`config.mk`:
```
export PLATFORM = sky130hd
export DESIGN_NAME = pll_reset_sequencer_flat
export DESIGN_NICKNAME = d
export VERILOG_FILES = /design/src/rtl/pll_reset_sequencer_if.sv /design/src/rtl/pll_reset_sequencer.sv /design/src/flat_wrapper.sv
export SDC_FILE = /design/constraint.sdc
export NUM_CORES = 1
export LEC_CHECK = 0
export ABC_AREA = 1
export CELL_PAD_IN_SITES_DETAIL_PLACEMENT = 1
export CELL_PAD_IN_SITES_GLOBAL_PLACEMENT = 1
export CORE_MARGIN = 2
export CORE_UTILIZATION = 32
export CTS_BUF_LIST = sky130_fd_sc_hd__clkbuf_4
export DETAILED_ROUTE_END_ITERATION = 8
export GPL_TIMING_DRIVEN = 1
export PLACE_DENSITY_LB_ADDON = 0.1
export SLEW_MARGIN = 25
export SYNTH_ARGS = -nofsm -noshare
export SYNTH_HDL_FRONTEND = slang
export SYNTH_SLANG_ARGS = --single-unit
export TNS_END_PERCENT = 100
```
`constraint.sdc`:
```
create_clock -name clk -period 2.1 [get_ports clk]
set_clock_uncertainty 0.1 [all_clocks]
set_input_delay 0.42 -clock clk [delete_from_list [all_inputs] [get_ports clk]]
set_output_delay 0.42 -clock clk [all_outputs]
set_load 0.1 [all_outputs]
```
`src/rtl/pll_reset_sequencer_if.sv`:
```
// Lock-flag inputs and staged reset outputs of the PLL reset sequencer.
interface pll_reset_sequencer_if #(
  parameter int NUM_PLLS   = 2,
  parameter int NUM_STAGES = 3
);
  logic [NUM_PLLS-1:0]   pll_lock;
  logic                  sw_reset_req;
  logic [NUM_STAGES-1:0] rst_out_n;
  logic                  all_ready;
  logic [15:0]           lock_lost_count;
  logic [1:0]            state_dbg;

  modport master (
    output pll_lock, sw_reset_req,
    input  rst_out_n, all_ready, lock_lost_count, state_dbg
  );

  modport slave (
    input  pll_lock, sw_reset_req,
    output rst_out_n, all_ready, lock_lost_count, state_dbg
  );
endinterface

```
`src/rtl/pll_reset_sequencer.sv`:
```
// Qualifies PLL lock for a stable window, then releases active-low resets in
// index order; any lock loss or software request reasserts every stage.
module pll_reset_sequencer #(
  parameter int NUM_PLLS           = 2,
  parameter int NUM_STAGES         = 3,
  parameter int LOCK_STABLE_CYCLES = 1024,
  parameter int STAGE_DELAY        = 16,
  parameter int SYNC_STAGES        = 2
) (
  input logic                 clk,
  input logic                 rst_n,
  pll_reset_sequencer_if.slave bus
);

  localparam int MAX_CNT = (LOCK_STABLE_CYCLES > STAGE_DELAY) ? LOCK_STABLE_CYCLES : STAGE_DELAY;
  localparam int CW      = (MAX_CNT > 1) ? $clog2(MAX_CNT) : 1;
  localparam int SW      = (NUM_STAGES > 1) ? $clog2(NUM_STAGES) : 1;

  typedef enum logic [1:0] {
    WAIT_LOCK = 2'd0,
    STABLE    = 2'd1,
    RELEASE   = 2'd2,
    RUN       = 2'd3
  } state_t;

  state_t                        state_q, state_d;
  logic [CW-1:0]                 cnt_q, cnt_d;
  logic [SW-1:0]                 stage_q, stage_d;
  logic [NUM_STAGES-1:0]         rst_q, rst_d;
  logic                          ready_q, ready_d;
  logic [15:0]                   loss_q, loss_d;
  logic [SYNC_STAGES-1:0][NUM_PLLS-1:0] sync_q;
  logic                          lock_ok;
  logic                          abort;

  always_ff @(posedge clk or negedge rst_n) begin
    if (!rst_n) begin
      sync_q <= '0;
    end else begin
      sync_q <= {sync_q[SYNC_STAGES-2:0], bus.pll_lock};
    end
  end

  assign lock_ok = &sync_q[SYNC_STAGES-1];

  always_ff @(posedge clk or negedge rst_n) begin
    if (!rst_n) begin
      state_q <= WAIT_LOCK;
      cnt_q   <= '0;
      stage_q <= '0;
      rst_q   <= '0;
      ready_q <= 1'b0;
      loss_q  <= '0;
    end else begin
      state_q <= state_d;
      cnt_q   <= cnt_d;
      stage_q <= stage_d;
      rst_q   <= rst_d;
      ready_q <= ready_d;
      loss_q  <= loss_d;
    end
  end

  always_comb begin
    state_d = state_q;
    cnt_d   = cnt_q;
    stage_d = stage_q;
    rst_d   = rst_q;
    loss_d  = loss_q;
    abort   = (state_q != WAIT_LOCK) && (!lock_ok || bus.sw_reset_req);

    unique case (state_q)
      WAIT_LOCK: begin
        cnt_d   = '0;
        stage_d = '0;
        rst_d   = '0;
        if (lock_ok) state_d = STABLE;
      end
      STABLE: begin
        if (cnt_q == CW'(LOCK_STABLE_CYCLES - 1)) begin
          state_d = RELEASE;
          cnt_d   = '0;
        end else begin
          cnt_d = cnt_q + 1'b1;
        end
      end
      RELEASE: begin
        if (cnt_q == CW'(STAGE_DELAY - 1)) begin
          rst_d[stage_q] = 1'b1;
          cnt_d          = '0;
          if (stage_q == SW'(NUM_STAGES - 1)) state_d = RUN;
          else                                stage_d = stage_q + 1'b1;
        end else begin
          cnt_d = cnt_q + 1'b1;
        end
      end
      RUN: ;
      default: state_d = WAIT_LOCK;
    endcase

    // Abort overrides any progress made this cycle; a concurrent software
    // request does not add a second loss event.
    if (abort) begin
      state_d = WAIT_LOCK;
      cnt_d   = '0;
      stage_d = '0;
      rst_d   = '0;
      if (!lock_ok && loss_q != '1) loss_d = loss_q + 1'b1;
    end

    // Registered one cycle behind RUN entry, and dropped on the abort edge.
    ready_d = (state_q == RUN) && (state_d == RUN);
  end

  assign bus.rst_out_n       = rst_q;
  assign bus.all_ready       = ready_q;
  assign bus.lock_lost_count = loss_q;
  assign bus.state_dbg       = state_q;

endmodule

```
`src/flat_wrapper.sv`:
```
// flat-port wrapper written by rule: the top's interface ports become plain ports
module pll_reset_sequencer_flat 
#(
  parameter int NUM_PLLS           = 2,
  parameter int NUM_STAGES         = 3,
  parameter int LOCK_STABLE_CYCLES = 1024,
  parameter int STAGE_DELAY        = 16,
  parameter int SYNC_STAGES        = 2
)
  (clk, rst_n, bus_pll_lock, bus_sw_reset_req, bus_rst_out_n, bus_all_ready, bus_lock_lost_count, bus_state_dbg);
  pll_reset_sequencer_if #(.NUM_PLLS(NUM_PLLS), .NUM_STAGES(NUM_STAGES)) bus_i ();
  input logic clk;
  input logic rst_n;
  input wire logic [$bits(bus_i.pll_lock)-1:0] bus_pll_lock;
  input wire logic [$bits(bus_i.sw_reset_req)-1:0] bus_sw_reset_req;
  output wire logic [$bits(bus_i.rst_out_n)-1:0] bus_rst_out_n;
  output wire logic [$bits(bus_i.all_ready)-1:0] bus_all_ready;
  output wire logic [$bits(bus_i.lock_lost_count)-1:0] bus_lock_lost_count;
  output wire logic [$bits(bus_i.state_dbg)-1:0] bus_state_dbg;
  assign bus_i.pll_lock = bus_pll_lock;
  assign bus_i.sw_reset_req = bus_sw_reset_req;
  assign bus_rst_out_n = bus_i.rst_out_n;
  assign bus_all_ready = bus_i.all_ready;
  assign bus_lock_lost_count = bus_i.lock_lost_count;
  assign bus_state_dbg = bus_i.state_dbg;
  pll_reset_sequencer #(.NUM_PLLS(NUM_PLLS), .NUM_STAGES(NUM_STAGES), .LOCK_STABLE_CYCLES(LOCK_STABLE_CYCLES), .STAGE_DELAY(STAGE_DELAY), .SYNC_STAGES(SYNC_STAGES)) u_core (.clk(clk), .rst_n(rst_n), .bus(bus_i));
endmodule
```
After elaboration in Yosys (flattened, before gate mapping)
Index checks and enable logic that the tools add are counted.

word-level totals
  register bits after elaboration = 38
  input port bits = 5
  output and inout port bits = 22

cells by class
  $add $sub $neg = 3
  order comparisons = 2
  eq/ne operators = 10
  mux-type cells = 19
  bitwise logic cells = 1
  reductions and logical operators = 14

operator list
  cell                                                                           number
  10-bit 2-to-1 mux                                                              3
  10-bit one-hot mux with 3 select lines                                         1
  16-bit by 1-bit adder with 16-bit output (second input constant)               1
  2-bit 2-to-1 mux                                                               8
  16-bit != test (second input constant)                                         1
  10-bit by 1-bit adder with 10-bit output (second input constant)               1
  10-bit equality test (second input constant)                                   1
  10-bit by 4-bit equality test with 1-bit output (second input constant)        1
  2-bit equality test (second input constant)                                    4
  3-bit 2-to-1 mux                                                               2
  2-bit one-hot mux with 3 select lines                                          1
  3-bit one-hot mux with 2 select lines                                          1
  2-bit AND reduction                                                            3
  1-bit logical AND                                                              4
  2-bit one-hot mux with 2 select lines                                          1
  4-bit nonzero test                                                             1
  2-bit by 3-bit less-than comparator with 1-bit output (second input constant)  1
  3-bit by 1-bit != test with 1-bit output (second input constant)               1
  3-bit by 2-bit != test with 1-bit output (second input constant)               1
  3-bit OR                                                                       1
  3-bit AND reduction                                                            1
  3-bit nonzero test                                                             1
  2-bit by 1-bit adder with 2-bit output (second input constant)                 1
  1-bit demux with 2-bit select                                                  1
  other kinds (7)                                                                7

Depth between registers and ports, before layout
  word-level depth = 8
  depth in mapped cells = 10

Worst setup path after synthesis
No wires, ideal clock.

  kind = register to register
  start = reg u_core.state_q[1] (netlist: u_core.bus.state_dbg[1])
  end = reg u_core.cnt_q[3]
  library setup time = 0.124 ns
  arrival = 2.082 ns
  data required time = 1.876 ns
  setup slack = -0.205 ns
  stages on the path, launching flop included = 9
  path buffers = 1
  clock period less this slack = 2.305 ns
  cell sequence = dfrtp_1 inv_1 ha_1 inv_1 nand3_2 buf_2 nand2_1 xor2_1 a21oi_1

between the ends
  cells in the longest elaborated chain, start to end = 3

ends and longest elaborated chain
  what                                                                         line                                                  RTL
  start: declaration                                                           pll_reset_sequencer.sv:26                             state_t state_q, state_d;
  start signal: assignment                                                     pll_reset_sequencer.sv:55                             state_q <= state_d;
  2-bit equality test (tied with other cells)                                  pll_reset_sequencer.sv:72                             unique case (state_q)
  10-bit one-hot mux with 3 select lines or 1-bit logical AND (tied branches)  pll_reset_sequencer.sv:72, pll_reset_sequencer.sv:70
  10-bit 2-to-1 mux or 4-bit nonzero test (tied branches)                      --
  end signal: assignment                                                       pll_reset_sequencer.sv:56                             cnt_q <= cnt_d;
  end: declaration                                                             pll_reset_sequencer.sv:27                             logic [CW-1:0] cnt_q, cnt_d;

Several ways; a longest one is shown, not always the timed one.
A chain may end at the register's enable or synchronous reset.

Worst setup path in the final report
  start = reg u_core.state_q[1] (netlist: u_core.bus.state_dbg[1])
  end = reg u_core.cnt_q[0]

The elaborated chain is that of the path after synthesis.

==> reports/results.txt <==
post-synthesis cell count = 303
Fillers = 854
Psw = 1.08 mW
Worst setup EP type = register
mux cell area share after synthesis = 0%
I/O pins = 27
Synth Area in Adders = 4.88%
crit-path cells = inv_1, ha_1, inv_2, nand3_2, inv_2, or2_0, o21ai_1
Seq/Total Area, Yosys = 41.2%
#FFs+latches synth = 38
HP Class = in -> async
f_max = 547 MHz
clk root buf = clkbuf_4
gr usage total = 16.1%
Net count, final = 347
max incr delay on CP = 0.45 ns
cts repair resizes = 0
Final Util = 41.5%
slowest CP cell = dfrtp_2
slew margin rel. = 65.8%
DRT iter0 DRCs = 74
cts bufs inserted = 5
Cell Int Power = 1.45 mW
Core Area = 6870 sq um
DR DRC count = 0
clock network power share = 26.1%
Post-Syn Area = 2310 sq um
TNS Setup = 0 ns
ys flop type = dfrtp_1
max_cap viols = 0
worst skew pair latency = 0.36 ns
Net Count, Synth = 317
PwrDens = 885 nW/um^2
Worst Path Required = 2.30 ns
# port buffers = 26
status = finished clean
Mean Syn Cell Area = 7.62 sq um
peak supply drop = 0.000821 V
Post-synth EDFFs = 0
Starting Density = 33.6%
CTS max path bufs = 2
pin count of the biggest net entering global routing = 39
Sequential Power Share = 35.2%
unrepaired setup endpoints after global routing = no
CTS tree = done
vias in the first global route = 2011
Critical Path AT = 2.03 ns
# H-tree levels = 2
Synth Area in Simple Gates = 33.9%
initial antenna violation count = 0
hold buffers post-CTS = 0
area grow syn2layout = 23.6%
Die Y = 88.9 microns
Core Rows = 30
design area = 2850 sq um
DIE AREA = 7910 sq um
WL/cell = 13.2 microns
routability cong. = 0.777
Final Cycle Share = 87.0%
WL final = 5.67 mm
Leakage = 1.33 nW
Hold Vio Cnt, Final = 0
Synth cell types = 28
die extent in x = 88.9 microns
crit-path most repeated cell = inv_2
Least-Margin Pin Slew = 0.513 ns
Ant. Diodes = 0
Synth Area in Compound Gates = 6.23%
placed cell area = 2750 sq um
Initial DRT Pass Iterations = 4
worst-path fanout max = 12
xor/xnor share of the synthesized area = 6.83%
Min Clock Period, post-route = 1.83 ns
via/cell ratio = 4.67
main combinational cell family by area after synthesis = simple AND/OR/NAND/NOR gates
first-pass GRT wire length = 9.78 mm
Overflow after GRT = 0
Worst setup SP type = register
DP HPWL = 4.30 mm
ys async rst share = 100%
switching part of the total = 42.7%
clock transition at the registers of the reported paths = 0.14 ns
Vias = 2008
post-CTS setup buffers = 0
Routed Antenna Nets = 0
CTS sink cnt = 38
# setup viols final = 0
Comb pwr share = 38.7%
Syn. warnings = 0
Setup Crit Path Kind = reg -> reg
fraction of layout cells with a size suffix above 1 = 18.3%
Final Max Tran Viols = 0
state kept, by name (all words and copies together) (netlist names):
register and cells:
u_core.sync_q 4, u_core.bus.state_dbg 2, u_core.bus.all_ready 1, u_core.cnt_q 10, u_core.bus.rst_out_n 3, u_core.bus.lock_lost_count 16, u_core.stage_q 2
metrics by stage:
step / hold slack, ns / total power, mW / std cells / setup slack [ns]
2_1_floorplan: 0.0244 / 1.60 / 303 / 0.0179
4_1_cts: 0.00926 / 2.57 / 430 / 0.254
6_report: 0.0000354 / 2.52 / 430 / 0.272
3_3_place_gp: 0.233 / 1.88 / 422 / 0.239
3_5_place_dp: 0.257 / 1.89 / 422 / 0.188
5_1_grt: 0.0287 / 2.67 / 430 / 0.114
per-layer routing:
layer | vias to the layer above | global-route usage (%) | share of wire (%)
met5 | - | 0 | 0
met4 | 0 | 4.88 | 1.7
met3 | 10 | 3.14 | 3.0
met2 | 29 | 26.0 | 47
met1 | 957 | 22.1 | 48
li1 | 1012 | - | -
power by group through the flow:
stage	Clock (mW)	Combinational [mW]	Sequential [mW]
after floorplan	0	0.390	1.21
after global placement	0	0.981	0.902
after detailed placement	0	0.987	0.904
after CTS	0.690	0.989	0.890
after global routing	0.714	1.06	0.900
final	0.660	0.977	0.888
cell families after synthesis:
family                   Yosys count
AND/OR/NAND/NOR                  179
AO/OA/AOI/OAI                     23
flip-flops                        38
buffers and inverters             36
adder cells (fa/ha/maj)            9
XOR/XNOR                          18
cells in the mapped netlist, types with 4 or more instances:
cell type	instances	area share, %
nand3_1	20	4.3
o21ai_2	5	1.9
xnor2_1	5	1.9
inv_1	26	4.2
o21ai_1	5	1.1
xor2_1	13	4.9
nand4_1	5	1.4
nand2_2	5	1.4
ha_1	9	4.9
nor2_1	28	4.6
dfrtp_1	38	41
nand2_1	107	17
a21oi_1	8	1.7
inv_2	4	0.65
worst paths after layout:
path | start | endpoint | slack (ns) | cells after the start
worst max-delay path | u_core.bus.state_dbg[1]$_DFF_PN0_ | u_core.cnt_q[0]$_DFFE_PN0P_ | 0.27 | 7
min in group clk | u_core.sync_q[0]$_DFF_PN0_ | u_core.sync_q[2]$_DFF_PN0_ | 0.28 | 0
worst min-delay path | rst_n | u_core.cnt_q[0]$_DFFE_PN0P_ | 0.00004 | 2
max in group asynchronous | rst_n | u_core.bus.state_dbg[1]$_DFF_PN0_ | 1.51 | 2
worst max register to register | u_core.bus.state_dbg[1]$_DFF_PN0_ | u_core.cnt_q[0]$_DFFE_PN0P_ | 0.27 | 7
worst min register to register | u_core.sync_q[0]$_DFF_PN0_ | u_core.sync_q[2]$_DFF_PN0_ | 0.28 | 0
cells in the final DEF (no fill, tap or decap), types with 2 or more instances in the layout:
cell type	Yosys	final
nand2_1	107	107
dfrtp_1	38	33
nor2_1	28	28
inv_1	26	26
nand3_1	20	20
buf_4	0	14
xor2_1	13	13
buf_12	0	11
ha_1	9	9
a21oi_1	8	8
nand2_2	5	5
nand4_1	5	5
o21ai_1	5	5
o21ai_2	5	5
xnor2_1	5	5
clkbuf_4	0	5
dfrtp_2	0	5
inv_2	4	4
nor3_1	3	3
nor2_4	3	3
o211ai_1	3	3
clkdlybuf4s50_1	0	3
nand3b_1	2	2
nor2_2	2	2
bufinv_16	0	2
cell type report:
cell class	count	area [sq um]	share of cell area, %
Clock buffer	5	37.5	1.32
Tap cell	96	120	4.21
Clock inverter	3	68.8	2.41
Inverter	30	113	3.95
Sequential cell	38	957	33.5
Timing Repair Buffer	29	360	12.6
Multi-Input combinational cell	229	1200	42.0
worst max-delay path: cells and delay by family (launching register included):
family / cells / cell delay [ns]
flops: 1 / 0.45
simple gates: 2 / 0.44
compound gates: 1 / 0.14
buf+inv: 3 / 0.36
fa+ha+maj: 1 / 0.27
Note: power is estimated with default switching activity, not from simulation.
